File: src/rtl/crc_sort_sched.sv
// crc_sort_sched: two-requester scheduler in front of crc_sort_core.
// Grants CRC-3 / byte-sort commands round-robin, sequences the core's
// en/start/fn_sel, waits for done, and returns the captured 128-bit result
// with the requester id over a valid/ready response channel. Illegal
// function codes are answered with rsp_err=1 without touching the core.
// Build option: define CRC_SORT_FIXED_PRIO_EN for fixed priority (req0 wins
// whenever both requesters are valid); the round-robin pointer is then removed.
module crc_sort_sched #(
  parameter int         DATA_W  = 128,
  parameter logic [2:0] FN_CRC  = 3'b011,
  parameter logic [2:0] FN_SORT = 3'b100,
  parameter int         CNT_W   = 16
) (
  input  logic              clk,
  input  logic              rst_n,
  input  logic              req0_valid,
  output logic              req0_ready,
  input  logic [2:0]        req0_fn,
  input  logic [DATA_W-1:0] req0_data,
  input  logic              req1_valid,
  output logic              req1_ready,
  input  logic [2:0]        req1_fn,
  input  logic [DATA_W-1:0] req1_data,
  output logic              rsp_valid,
  input  logic              rsp_ready,
  output logic              rsp_id,
  output logic              rsp_err,
  output logic [DATA_W-1:0] rsp_data,
  output logic              core_en,
  output logic              core_start,
  output logic [2:0]        core_fn_sel,
  output logic [DATA_W-1:0] core_data_in,
  input  logic [DATA_W-1:0] core_data_out,
  input  logic              core_done,
  output logic [CNT_W-1:0]  cmd_cnt
);

  typedef enum logic [1:0] {
    S_IDLE  = 2'd0,
    S_ISSUE = 2'd1,
    S_WAIT  = 2'd2,
    S_RESP  = 2'd3
  } state_t;

  state_t             state_q;
  state_t             state_d;

  logic               grant_id;
  logic [2:0]         sel_fn;
  logic [DATA_W-1:0]  sel_data;
  logic               sel_legal;
  logic               accept;
  logic               handshake;

  logic [2:0]         fn_q;
  logic [DATA_W-1:0]  data_q;
  logic               id_q;
  logic               err_q;
  logic [DATA_W-1:0]  rsp_data_q;
  logic [CNT_W-1:0]   cnt_q;

`ifndef CRC_SORT_FIXED_PRIO_EN
  // 1 = requester 1 is preferred when both are valid
  logic               rr_q;
`endif

  // Pick the requester to grant and the command it presents
  // NOTE: every always_comb output gets a default first, so no path can leave
  // it unassigned and infer a latch.
  always_comb begin
`ifdef CRC_SORT_FIXED_PRIO_EN
    grant_id = ~req0_valid;
`else
    grant_id = ~req0_valid;
    if (req0_valid && req1_valid) begin
      grant_id = rr_q;
    end
`endif
    sel_fn    = grant_id ? req1_fn   : req0_fn;
    sel_data  = grant_id ? req1_data : req0_data;
    sel_legal = (sel_fn == FN_CRC) || (sel_fn == FN_SORT);
    accept    = (state_q == S_IDLE) && (req0_valid || req1_valid);
    handshake = (state_q == S_RESP) && rsp_ready;
  end

  // State register
  // NOTE: sequential state uses non-blocking assignments so every flop samples
  // pre-edge values regardless of block evaluation order.
  always_ff @(posedge clk or negedge rst_n) begin
    if (!rst_n) begin
      state_q <= S_IDLE;
    end else begin
      state_q <= state_d;
    end
  end

  // Next-state logic: one command in flight, response must be taken before IDLE
  always_comb begin
    state_d = state_q;
    unique case (state_q)
      S_IDLE:  if (accept)    state_d = sel_legal ? S_ISSUE : S_RESP;
      S_ISSUE:                state_d = S_WAIT;
      S_WAIT:  if (core_done) state_d = S_RESP;
      S_RESP:  if (rsp_ready) state_d = S_IDLE;
      default:                state_d = S_IDLE;
    endcase
  end

  // Outputs decoded from state; ready pulses combinationally in the grant cycle
  always_comb begin
    req0_ready   = accept && !grant_id;
    req1_ready   = accept &&  grant_id;
    core_en      = (state_q == S_ISSUE) || (state_q == S_WAIT);
    core_start   = (state_q == S_ISSUE);
    core_fn_sel  = core_en ? fn_q : 3'b000;
    core_data_in = data_q;
    rsp_valid    = (state_q == S_RESP);
    rsp_id       = id_q;
    rsp_err      = err_q;
    rsp_data     = rsp_data_q;
    cmd_cnt      = cnt_q;
  end

  // Command latch on grant, result capture on core_done while waiting
  // NOTE: the wide data registers are reset because they drive outputs that
  // must read zero out of reset, not because the logic depends on it.
  always_ff @(posedge clk or negedge rst_n) begin
    if (!rst_n) begin
      fn_q       <= 3'b000;
      data_q     <= '0;
      id_q       <= 1'b0;
      err_q      <= 1'b0;
      rsp_data_q <= '0;
    end else if (accept) begin
      fn_q       <= sel_fn;
      data_q     <= sel_data;
      id_q       <= grant_id;
      err_q      <= ~sel_legal;
      rsp_data_q <= '0;
    end else if ((state_q == S_WAIT) && core_done) begin
      rsp_data_q <= core_data_out;
    end
  end

  // Completed-response counter (saturating) and round-robin pointer
  always_ff @(posedge clk or negedge rst_n) begin
    if (!rst_n) begin
      cnt_q <= '0;
`ifndef CRC_SORT_FIXED_PRIO_EN
      rr_q  <= 1'b0;
`endif
    end else if (handshake) begin
      if (cnt_q != {CNT_W{1'b1}}) begin
        cnt_q <= cnt_q + CNT_W'(1);
      end
`ifndef CRC_SORT_FIXED_PRIO_EN
      rr_q  <= ~id_q;
`endif
    end
  end

endmodule

File: config.mk
export PLATFORM = sky130hd
export DESIGN_NAME = crc_sort_sched
export DESIGN_NICKNAME = d
export VERILOG_FILES = /design/src/rtl/crc_sort_sched.sv
export SDC_FILE = /design/constraint.sdc
export NUM_CORES = 1
export LEC_CHECK = 0
export CAP_MARGIN = 40
export CELL_PAD_IN_SITES_DETAIL_PLACEMENT = 2
export CELL_PAD_IN_SITES_GLOBAL_PLACEMENT = 2
export CORE_AREA = 8 8 261 263
export DETAILED_ROUTE_END_ITERATION = 8
export DIE_AREA = 0 0 269 271
export PLACE_DENSITY_LB_ADDON = 0.25
export SYNTH_ARGS = -nofsm -noshare
export SYNTH_HDL_FRONTEND = slang
export SYNTH_SLANG_ARGS = --single-unit
File: constraint.sdc
create_clock -name clk -period 6.1 [get_ports clk]
set_clock_uncertainty 0.05 [all_clocks]
set_input_delay 1.22 -clock clk [delete_from_list [all_inputs] [get_ports clk]]
set_output_delay 1.22 -clock clk [all_outputs]
set_load 0.02 [all_outputs]
* Word-level counts from Yosys, hierarchy flattened *
Index checks and enable logic that the tools add are counted.

cells by class
  mux-type cells = 11
  bitwise operators = 3
  equal/unequal tests = 9
  reduce and logical (&&, ||, !) cells = 14
  add/subtract/negate cells = 1

operators with widths
  cell                                                             number
  128-bit two-way mux                                              3
  16-bit by 1-bit adder with 16-bit output, second input constant  1
  16-bit != test, second input constant                            1
  2-bit two-way mux                                                4
  2-bit case mux with 4 select lines                               1
  1-bit logical AND                                                6
  3-bit two-way mux                                                2
  2-bit == test, second input constant                             2
  2-bit != test, second input constant                             2
  3-bit by 2-bit == test with 1-bit output, second input constant  1
  3-bit == test, second input constant                             1
  1-bit logical OR                                                 3
  1-bit NOT                                                        3
  3-bit AND reduction                                              1
  2-bit by 1-bit == test with 1-bit output, second input constant  1
  2-bit zero test                                                  1
  2-bit by 1-bit != test with 1-bit output, second input constant  1
  2-bit AND reduction                                              1
  2-bit nonzero test                                               1
  1-bit zero test                                                  1
  1-bit two-way mux                                                1

word-level totals
  output and inout bits = 282
  register bits = 280
  bits of input ports = 396
  word-level logic and storage cells = 46

* Logic depth before layout (Yosys ltp) *
  depth after elaboration = 8
  gate-level depth with buffers = 8
  mapped depth without buffers = 6

* Worst setup path after synthesis *
Ideal clock, no wire load.

  path kind = in2out
  start = in req0_valid
  end = out req0_ready
  arrival = 2192 ps
  cell stages on the path = 4
  slack = 2638 ps
  required time = 4830 ps
  path buffers = 2
  cells stage by stage = a21boi_2 > and2_0 > clkbuf_1 > clkbuf_1

on the way
  cells in the longest elaborated chain, start to end = 4
  elaborated cells between the ends (all ways) = 7
  those cells by class = 1 x mux; 1 x bitwise; 5 x reduce/logical

ends and longest elaborated chain
  item                                            RTL line  text
  start, declared                                 16        input logic req0_valid,
  1-bit logical AND or 1-bit NOT (tied branches)  75, 74
  1-bit two-way mux                               75        if (req0_valid && req1_valid) begin
  1-bit zero test                                 111       req0_ready = accept && !grant_id;
  1-bit logical AND *                             111
  end, declared                                   17        output logic req0_ready,

Every way passes the cells marked *; elsewhere a longest branch is shown, timed or not.

* Worst setup path after layout *
  start = in req1_valid
  end = out req1_ready

on the way
  cells in the longest elaborated chain, start to end = 3
  elaborated cells between the ends (all ways) = 5
  those cells by class = 1 x mux; 4 x reduce/logical

ends and longest elaborated chain
  item                                                    RTL line  text
  start, declared                                         20        input logic req1_valid,
  1-bit logical AND or 1-bit logical OR (tied branches)   75, 82
  1-bit two-way mux or 1-bit logical AND (tied branches)  75, 82
  1-bit logical AND *                                     112       req1_ready = accept && grant_id;
  end, declared                                           21        output logic req1_ready,

Marks and branches as above.

==> metrics.csv <==
metric;value;unit
Netlist cell types;37;
LEAKAGE;8.82;nW
die extent in y;271;um
syn nets;1519;
Core Box Area;63900;um^2
pin count of the biggest net entering global routing;105;
Detail Placement HPWL;49000;um
measured slew at the worst slew-check pin;0.783;ns
Crit. End Element;primary output;
crit path time final;4.57;ns
slew margin rel.;47.7;%
number of hold buffers added after CTS;0;
Setup Slack @ Placement;1.53;ns
Synth Flop Type;dfrtp_1;
Slew Viols, Final;0;
CTS buffer count;38;
CP Class;in -> out;
register area share after synthesis;61.1;%
crit share post-route;75.0;%
critical path's slowest cell;clkdlybuf4s50_1;
crit-path cells;clkdlybuf4s50_1, a21boi_2, nor2_4, buf_4, clkdlybuf4s50_1;
CP arrival;3.30;ns
Via Count;11700;
Req. time, crit path;4.83;ns
CP most frequent cell;clkdlybuf4s50_1;
final worst slack;1.53;ns
Seq. cell area;7010;um^2
hold path cells;2;
Port Buffers;677;
total gr overflow;0;
Worst Path Buf+Inv;3;
syn_area_per_cell;10.3;um^2
post-DR wirelength/cell;24.2;um
critical path fanouts, max;45;
count leader, synth;dfrtp_1;
GRT busiest layer;met2;
initial drt markers;775;
# setup viols final;0;
top area cells in the synthesized netlist;dfrtp_1, a222oi_1, nand2_1;
nets;2166;
met3 Use GR;6.93;%
Clk pin slew, worst setup/hold paths;0.06;ns
register bit count reported by yosys;280;
Post-synth EDFFs;0;
stages on the worst setup path;5;
Final Hold Vio Count;0;
area delta synth->final;79.1;%
setup TNS;0;ns
routed vias/inst;4.43;
antenna violations before repair;17;
drt total wl;64200;um
met1 Track Usage GR;18.1;%
vias in the first global route;13400;
Yosys Warn Count;0;
async set or reset register ratio after synthesis;100;%
layout cell share with drive strength beyond 1;5.20;%
post-route ant nets;0;
Clock Sinks;280;
max cap viols;0;
CTS resizes;0;
CTS max path bufs;3;
met2 Usage GRT;30.0;%
clock latency on the worst-skew pair;0.52;ns
CTS HTree Levels;2;
Residual DRC;0;
post-synth top area share;61.1;%
Post-synth top cells;dfrtp_1, nand2_1, inv_1;
Reg2Reg Depth;7;
run status;finished clean;
# rows;93;
FILL cells;6885;
RePlAce Congestion;0.777;
Largest delay share family, worst path;buffers and inverters;
fmax;219;MHz
CP startpoint kind;input pin;
RSZ-0062 raised after global routing;false;
GRT Resource Usage Total;16.8;%
Synth area leader;dfrtp_1;
Gate Count Post-Synth;1117;
drt first pass iters;7;
Die X-Extent;269;um
peak supply drop;0.218;mV
multi-input logic area;3630;um^2
Setup Buffers After CTS;0;
clk root buf;clkbuf_16;
mapped cell area;11500;um^2
first-pass GRT wire length;92800;um
HP Class;reg -> reg;
total die area;72900;um^2
PD cells;543;nW/um^2
Starting Density;17.9;%
io pins;678;
CTS tree;done;
Worst path max stage delay;0.72;ns
-- layer usage --
metal	up-vias	part of all wire, %
li1	5204	-
met1	5975	36
met2	470	51
met3	90	11
met4	8	2.4
met5	-	0.089
-- stage by stage --
step | instance area, um^2 | hold WS, ns | power (mW) | util, % | cells
CTS | 20500 | 0.438 | 11.4 | 32.1 | 2643
detailed placement | 19300 | 0.425 | 9.05 | 30.2 | 2579
finish | 20500 | 0.430 | 11.2 | 32.1 | 2653
global placement | 19100 | 0.407 | 8.83 | 29.9 | 2573
floorplan | 11500 | 0.392 | 5.92 | - | 1117
global route | 20500 | 0.476 | 11.8 | 32.1 | 2647
-- worst reg2reg max path, cell delays in order, from the launching register on --
cell and delay (ns):
dfrtp_1 0.41, a21boi_2 0.48, and2_4 0.24, buf_4 0.52, buf_4 0.33, buf_16 0.27
a222oi_1 0.29, inv_1 0.08
-- placed cells by master (no fill, tap or decap), types with 2 or more instances in the layout --
cell / netlist / routed
clkdlybuf4s50_1: 0 / 676
dfrtp_1: 280 / 280
nand2_1: 266 / 265
inv_1: 134 / 134
a21oi_1: 129 / 129
a222oi_1: 128 / 128
clkbuf_16: 0 / 41
xnor2_1: 13 / 13
buf_4: 0 / 11
diode_2: 0 / 10
nor2_1: 10 / 9
clkbuf_1: 70 / 9
nor3_1: 6 / 6
ha_1: 6 / 6
clkinv_2: 0 / 6
o21ai_2: 5 / 5
o21ai_1: 6 / 5
clkbuf_8: 0 / 5
buf_16: 0 / 5
and2_1: 5 / 4
nand3_1: 4 / 4
nand4_1: 4 / 4
mux2_2: 4 / 4
o21ai_0: 4 / 4
nor4_1: 3 / 3
mux2i_1: 3 / 3
buf_12: 0 / 3
and2_4: 0 / 2
nand2b_1: 2 / 2
a31oi_1: 2 / 2
bufinv_16: 0 / 2
-- logic make-up (layout without fill, tap and decap cells) --
family                   count (synthesis)  after routing  synth area share [%]
AO/OA/AOI/OAI                          282            282                  18.4
XOR/XNOR                                13             13                 0.994
adder cells (fa/ha/maj)                  6              6                 0.655
buffers and inverters                  223            894                  7.50
flip-flops                             280            280                  61.1
multiplexers                             7              7                 0.655
other                                    0             10                     0
AND/OR/NAND/NOR                        306            306                  10.6
-- registers in the layout, summed over array words and instances, names as in the netlist --
register,cells
core_data_in,128
rr_q,1
rsp_err,1
rsp_id,1
cmd_cnt,16
fn_q,3
rsp_data,128
state_q,2
-- report_power, final --
part | internal, mW | leakage, nW | switching, mW
combinational | 2.54 | 4.63 | 3.11
sequential | 2.75 | 3.59 | 0.519
clock | 1.36 | 0.604 | 0.867
-- cell type report --
class,instances,share of cell area (%)
clock inverter,9,0.475
inverter,134,2.45
clock buffer,55,5.50
multi-input combinational,614,17.7
sequential,280,34.1
timing repair buffer,696,34.4
antenna,10,0.122
tap,855,5.21
-- final timing paths --
kind / slack, ns / endpoint / from
max reg2reg: 3.40 / core_data_in[123] / rr_q
min: 0.43 / fn_q[2] / fn_q[2]
min in group asynchronous: 0.67 / rsp_data[120] / rst_n
max: 1.53 / req1_ready / req1_valid
max in group asynchronous: 4.19 / core_data_in[17] / rst_n
min reg2reg: 0.43 / fn_q[2] / fn_q[2]
Power figures use the tool's default switching activity.
